--- config.mk ---
export PLATFORM = sky130hd
export DESIGN_NAME = sprite_slot_ctrl
export DESIGN_NICKNAME = d
export VERILOG_FILES = /design/src/rtl/sprite_slot_ctrl.sv
export SDC_FILE = /design/constraint.sdc
export NUM_CORES = 1
export LEC_CHECK = 0
export ABC_AREA = 1
export CELL_PAD_IN_SITES_DETAIL_PLACEMENT = 0
export CELL_PAD_IN_SITES_GLOBAL_PLACEMENT = 1
export CORE_ASPECT_RATIO = 0.75
export CORE_MARGIN = 3
export CORE_UTILIZATION = 46
export CTS_CLUSTER_SIZE = 16
export DETAILED_ROUTE_END_ITERATION = 12
export GPL_TIMING_DRIVEN = 0
export PLACE_DENSITY = 0.88
export SLEW_MARGIN = 20
export SYNTH_ARGS = -nofsm -noshare
export SYNTH_HDL_FRONTEND = slang
export SYNTH_SLANG_ARGS = --single-unit
--- constraint.sdc ---
create_clock -name Clk -period 75.3 [get_ports Clk]
set_clock_uncertainty 0.2 [all_clocks]
set_input_delay 15.06 -clock Clk [delete_from_list [all_inputs] [get_ports Clk]]
set_output_delay 15.06 -clock Clk [all_outputs]
set_load 0.03 [all_outputs]
--- src/rtl/sprite_slot_ctrl.sv ---
// Sprite slot table owner: round-robin shared writes into a shadow table,
// per-frame shadow->active commit, and a one-slot-per-cycle clear-all sweep.
module sprite_slot_ctrl #(
  parameter int unsigned     NUM_SLOTS = 16,
  parameter int unsigned     NUM_REQ   = 4,
  parameter int unsigned     COORD_W   = 10,
  parameter int unsigned     ID_W      = 4,
  parameter logic [ID_W-1:0] EMPTY_ID  = 4'hF
) (
  input  logic                           Clk,
  input  logic                           Reset,
  input  logic                           frame_start,
  input  logic                           clear_all,
  input  logic [NUM_REQ-1:0]             req_valid,
  output logic [NUM_REQ-1:0]             req_ready,
  input  logic [NUM_REQ*4-1:0]           req_slot,
  input  logic [NUM_REQ-1:0]             req_clear,
  input  logic [NUM_REQ*COORD_W-1:0]     req_x,
  input  logic [NUM_REQ*COORD_W-1:0]     req_y,
  input  logic [NUM_REQ*ID_W-1:0]        req_id,
  output logic [NUM_SLOTS*COORD_W-1:0]   slot_x,
  output logic [NUM_SLOTS*COORD_W-1:0]   slot_y,
  output logic [NUM_SLOTS*ID_W-1:0]      slot_id,
  output logic                           commit_done,
  output logic                           busy,
  output logic                           err_drop
);

  localparam int unsigned PTR_W  = (NUM_REQ > 1) ? $clog2(NUM_REQ) : 1;
  localparam int unsigned SLOT_W = (NUM_SLOTS > 1) ? $clog2(NUM_SLOTS) : 1;
  localparam logic [SLOT_W-1:0] LAST_SLOT = SLOT_W'(NUM_SLOTS - 1);
  localparam logic [PTR_W-1:0]  LAST_REQ  = PTR_W'(NUM_REQ - 1);

  typedef enum logic [1:0] {RUN, SWEEP, COMMIT} state_t;

  state_t              state, state_nx;
  logic                commit_pend, pend_nx;
  logic [PTR_W-1:0]    rr_ptr;
  logic [SLOT_W-1:0]   sweep_k;

  logic [PTR_W-1:0]    cand, gnt_idx;
  logic                gnt_any;
  logic [3:0]          g_slot;
  logic                g_clear;
  logic [COORD_W-1:0]  g_x, g_y;
  logic [ID_W-1:0]     g_id;
  logic                in_range, transfer, wr_en;

  logic [COORD_W-1:0]  sh_x  [NUM_SLOTS];
  logic [COORD_W-1:0]  sh_y  [NUM_SLOTS];
  logic [ID_W-1:0]     sh_id [NUM_SLOTS];
  logic [COORD_W-1:0]  ac_x  [NUM_SLOTS];
  logic [COORD_W-1:0]  ac_y  [NUM_SLOTS];
  logic [ID_W-1:0]     ac_id [NUM_SLOTS];

  // First valid requester at or after rr_ptr, wrapping.
  always_comb begin
    gnt_any = 1'b0;
    gnt_idx = '0;
    cand    = '0;
    for (int unsigned off = 0; off < NUM_REQ; off++) begin
      cand = PTR_W'((32'(rr_ptr) + off) % NUM_REQ);
      if (!gnt_any && req_valid[cand]) begin
        gnt_any = 1'b1;
        gnt_idx = cand;
      end
    end
  end

  always_comb begin
    g_slot  = '0;
    g_clear = 1'b0;
    g_x     = '0;
    g_y     = '0;
    g_id    = '0;
    for (int unsigned i = 0; i < NUM_REQ; i++) begin
      if (gnt_idx == PTR_W'(i)) begin
        g_slot  = req_slot[i*4 +: 4];
        g_clear = req_clear[i];
        g_x     = req_x[i*COORD_W +: COORD_W];
        g_y     = req_y[i*COORD_W +: COORD_W];
        g_id    = req_id[i*ID_W +: ID_W];
      end
    end
  end

  assign in_range = 32'(g_slot) < NUM_SLOTS;
  assign transfer = (state == RUN) && gnt_any;
  assign wr_en    = transfer && in_range;

  // State register plus registered status outputs.
  always_ff @(posedge Clk) begin
    if (Reset) begin
      state       <= RUN;
      commit_pend <= 1'b0;
      rr_ptr      <= '0;
      sweep_k     <= '0;
      busy        <= 1'b0;
      commit_done <= 1'b0;
      err_drop    <= 1'b0;
    end else begin
      state       <= state_nx;
      commit_pend <= pend_nx;
      busy        <= (state_nx != RUN);
      commit_done <= (state == COMMIT);
      err_drop    <= transfer && !in_range;
      if (transfer)
        rr_ptr <= (gnt_idx == LAST_REQ) ? '0 : gnt_idx + 1'b1;
      sweep_k     <= (state == SWEEP) ? sweep_k + 1'b1 : '0;
    end
  end

  always_comb begin
    state_nx = state;
    pend_nx  = commit_pend;
    case (state)
      RUN: begin
        if (clear_all) begin
          state_nx = SWEEP;
          if (frame_start) pend_nx = 1'b1;
        end else if (frame_start) begin
          state_nx = COMMIT;
        end
      end
      SWEEP: begin
        if (frame_start) pend_nx = 1'b1;
        if (sweep_k == LAST_SLOT) begin
          // A frame_start landing on the final sweep cycle still gets its commit.
          if (commit_pend || frame_start) begin
            state_nx = COMMIT;
            pend_nx  = 1'b0;
          end else begin
            state_nx = RUN;
          end
        end
      end
      COMMIT:  state_nx = RUN;
      default: state_nx = RUN;
    endcase
  end

  always_comb begin
    req_ready = '0;
    if (state == RUN && gnt_any)
      req_ready = NUM_REQ'(1) << gnt_idx;
  end

  always_ff @(posedge Clk) begin
    if (Reset) begin
      for (int unsigned k = 0; k < NUM_SLOTS; k++) begin
        sh_x[k]  <= '0;
        sh_y[k]  <= '0;
        sh_id[k] <= EMPTY_ID;
        ac_x[k]  <= '0;
        ac_y[k]  <= '0;
        ac_id[k] <= EMPTY_ID;
      end
    end else begin
      if (state == COMMIT) begin
        for (int unsigned k = 0; k < NUM_SLOTS; k++) begin
          ac_x[k]  <= sh_x[k];
          ac_y[k]  <= sh_y[k];
          ac_id[k] <= sh_id[k];
        end
      end
      if (state == SWEEP) begin
        sh_x[sweep_k]  <= '0;
        sh_y[sweep_k]  <= '0;
        sh_id[sweep_k] <= EMPTY_ID;
      end
      if (wr_en) begin
        sh_x[g_slot]  <= g_clear ? '0 : g_x;
        sh_y[g_slot]  <= g_clear ? '0 : g_y;
        sh_id[g_slot] <= g_clear ? EMPTY_ID : g_id;
      end
    end
  end

  for (genvar k = 0; k < NUM_SLOTS; k++) begin : g_out
    assign slot_x[k*COORD_W +: COORD_W] = ac_x[k];
    assign slot_y[k*COORD_W +: COORD_W] = ac_y[k];
    assign slot_id[k*ID_W +: ID_W]      = ac_id[k];
  end

endmodule

==> flow_summary.yaml <==
outcome:
  status: "finished, final reports clean"
cells_and_area:
  area_growth_pct: 30.9
  antennaDiodeCount: 0
  layout-drive-gt1-share_pct: 15.5
  num-fill-cells: 4898
  nets: 3156
timing:
  clock.fmax_ghz: 0.0294
  slew_violations: 0
  hold_viol: 0
  max_slew.worst_pin.slew_ns: 1.12
  setup_ws_ns: 41.28
  slew_headroom_pct: 25.4
  finalSetupTns_ns: 0
  setup-violations-final: 0
  grt_setup_unrepaired: "no"
  period_share_pct: 45.2
  min_period_ns: 34.02
clocking:
  h-tree-depth: 3
  cts_root_buffer: "clkbuf_16"
  cts.clk_slew.worst_paths_ns: 0.06
  numClockSinks: 779
  cts_buffers: 76
  hold_buffers: 0
  clk_path_buf_depth: 3
  cts_setup_buffers: 0
  ctsResizeCount: 0
  clkLatencyLatePin_ns: 0.63
  cts_tree: "yes"
logic_synthesis:
  synthDistinctLibCells: 40
  syn_inst: 2407
  ys_seq_area_share_pct: 74.9
  syn_area_per_cell_um2: 12.9
  ys_warn_count: 0
  synth-seq-cells: 779
  syn_area_um2: 31100
  synth_nets: 2536
power_and_ir_drop:
  power_leakage_nw: 14.8
  powerDensity_nw_per_um2: 35.5
  ir_worst_vdd_uv: 21.4
global_routing:
  grt_pass1_vias: 19457
  grt_first_pass_wirelength_mm: 127
  gr-total-overflow: 0
  grt_use_total_pct: 24.6
  grt_max_degree: 30
  antenna_found_initial: 2
worst_hold_path:
  min_path_type: "flop to flop"
job:
  maxCapViolations: 0
setup_path:
  critPathArrivalTime_ns: 18.76
  required_ns: 60.04
  crit_type: "primary input to output pin"
  worst_setup_path_end_kind: "output pin"
  start_kind: "primary input"
  cp_max_fo: 10
floorplan:
  core-area_um2: 66100
  die_h_um: 231
  dieWidth_um: 306
  row_count: 81
  io_pins: 515
  start_util_pct: 47.0
  die_area_um2: 70800
route:
  vias: 20014
  drcViolationCount: 0
  drt-initial-drc-count: 2033
  wl_per_cell_um: 22.3
  drtAntennaViolNets: 0
  dr.pass1.iters: 5
  via_per_inst: 5.06
  drt_wl_total_mm: 88.1
placed_design:
  port-buffer-count: 512
  pre_cts_ws_ns: 41.27
  dpl.hpwl_mm: 63.3
  place_congestion: 0.871
## per-layer routing
layer	global-route usage (%)	vias up	share of wire, %	wire length [um]
li1	-	9114	-	-
met1	34.6	9810	42	36600
met2	38.9	960	47	41100
met3	5.70	126	9.3	8170
met4	6.56	4	2.5	2200
met5	0	-	0.020	18
## cell families after synthesis
logic type	Yosys count	share of synthesized area, %
xor+xnor	1	0.0282
other cells	1	0.0121
simple gates	1016	15.8
buf+inv	497	7.09
compound gates	108	1.94
fa+ha+maj	5	0.201
flops	779	74.9
## cell usage after synthesis, drive strengths merged
| cell type | instances | area share, % |
|---|---|---|
| clkbuf | 57 | 0.69 |
| o211ai | 2 | 0.048 |
| a22oi | 20 | 0.48 |
| a21oi | 31 | 0.50 |
| edfxtp | 768 | 74 |
| o31ai | 1 | 0.024 |
| buf | 81 | 2.1 |
| nor3 | 62 | 1.6 |
| xor2 | 1 | 0.028 |
| clkinv | 1 | 0.012 |
| nor3b | 1 | 0.024 |
| or2 | 71 | 1.4 |
| o21ai | 52 | 0.84 |
| dfxtp | 11 | 0.71 |
| ha | 5 | 0.20 |
| nand3b | 1 | 0.024 |
| inv | 358 | 4.3 |
| nand3 | 47 | 0.85 |
| nor2 | 635 | 8.5 |
| o21a | 2 | 0.048 |
| conb | 1 | 0.012 |
| nand4 | 9 | 0.20 |
| nand2 | 190 | 3.1 |
## critical path, stage by stage
cell and delay [ns]:
clkdlybuf4s50_1 0.47, nand2_1 0.09, o21ai_0 0.07, o21ai_1 0.21, inv_1 0.08, nor3_1 0.20
nand2_1 0.11, o21ai_0 0.34, inv_1 0.12, ha_1 0.19, buf_2 0.17, inv_1 0.11
buf_2 0.21, buf_2 0.26, clkbuf_1 0.35, nor2_1 0.09, clkdlybuf4s50_1 0.60
## placed cells by master (no fill, tap or decap), drive strengths merged
master	instances
edfxtp	768
nor2	635
clkdlybuf4s50	512
inv	360
nand2	190
clkbuf	145
buf	111
or2	71
nor3	62
o21ai	52
nand3	47
clkinv	35
a21oi	31
a22oi	20
dfxtp	11
nand4	9
bufinv	7
ha	5
clkinvlp	3
o211ai	2
o21a	2
xor2	1
o31ai	1
nor3b	1
nand3b	1
conb	1
## flip-flops by register name, indices dropped and copies added, names as in the netlist, 2 cells and up
name,count
sh_y,160
ac_y,160
rr_ptr,2
ac_id,64
sh_x,160
ac_x,160
sweep_k,4
sh_id,64
state,2
## final timing paths
| kind | from | cells past startpoint | end | slack [ns] |
|---|---|---|---|---|
| setup / recovery | req_valid[1] | 17 | req_ready[2] | 41.28 |
| hold / removal | sh_id[11][0] | 1 | ac_id[1][12] | 0.30 |
| setup reg to reg | rr_ptr[0] | 20 | sh_y[13][9] | 70.22 |
| hold reg to reg | sh_id[11][0] | 1 | ac_id[1][12] | 0.30 |
## metrics by stage
step / util (%) / cell area [um^2] / cells / total power, mW / hold slack, ns
CTS: 61.6 / 40700 / 3954 / 1.45 / 0.304
floorplan: - / 31100 / 2407 / 0.888 / 0.251
global placement: 56.4 / 37300 / 3790 / 1.08 / 0.274
global route: 61.6 / 40700 / 3954 / 1.51 / 0.314
finish: 61.6 / 40700 / 3954 / 1.45 / 0.300
detailed placement: 57.9 / 38200 / 3820 / 1.08 / 0.289
## final cells by class
| cell class | count | area (um^2) | share of cell area, % |
|---|---|---|---|
| Sequential cell | 779 | 23300 | 57.2 |
| Inverter | 359 | 1350 | 3.32 |
| Multi-Input combinational cell | 1131 | 5760 | 14.1 |
| Clock inverter | 46 | 482 | 1.18 |
| Buffer | 138 | 853 | 2.10 |
| Tap cell | 871 | 1090 | 2.68 |
| Clock buffer | 88 | 1970 | 4.84 |
| Timing Repair Buffer | 542 | 5920 | 14.5 |
## where the power goes
group	internal (mW)	switching [mW]	total [mW]
sequential	0.519	0.0116	0.530
clock	0.213	0.163	0.376
combinational	0.148	0.393	0.540
Note: power is estimated with default switching activity, not from simulation.
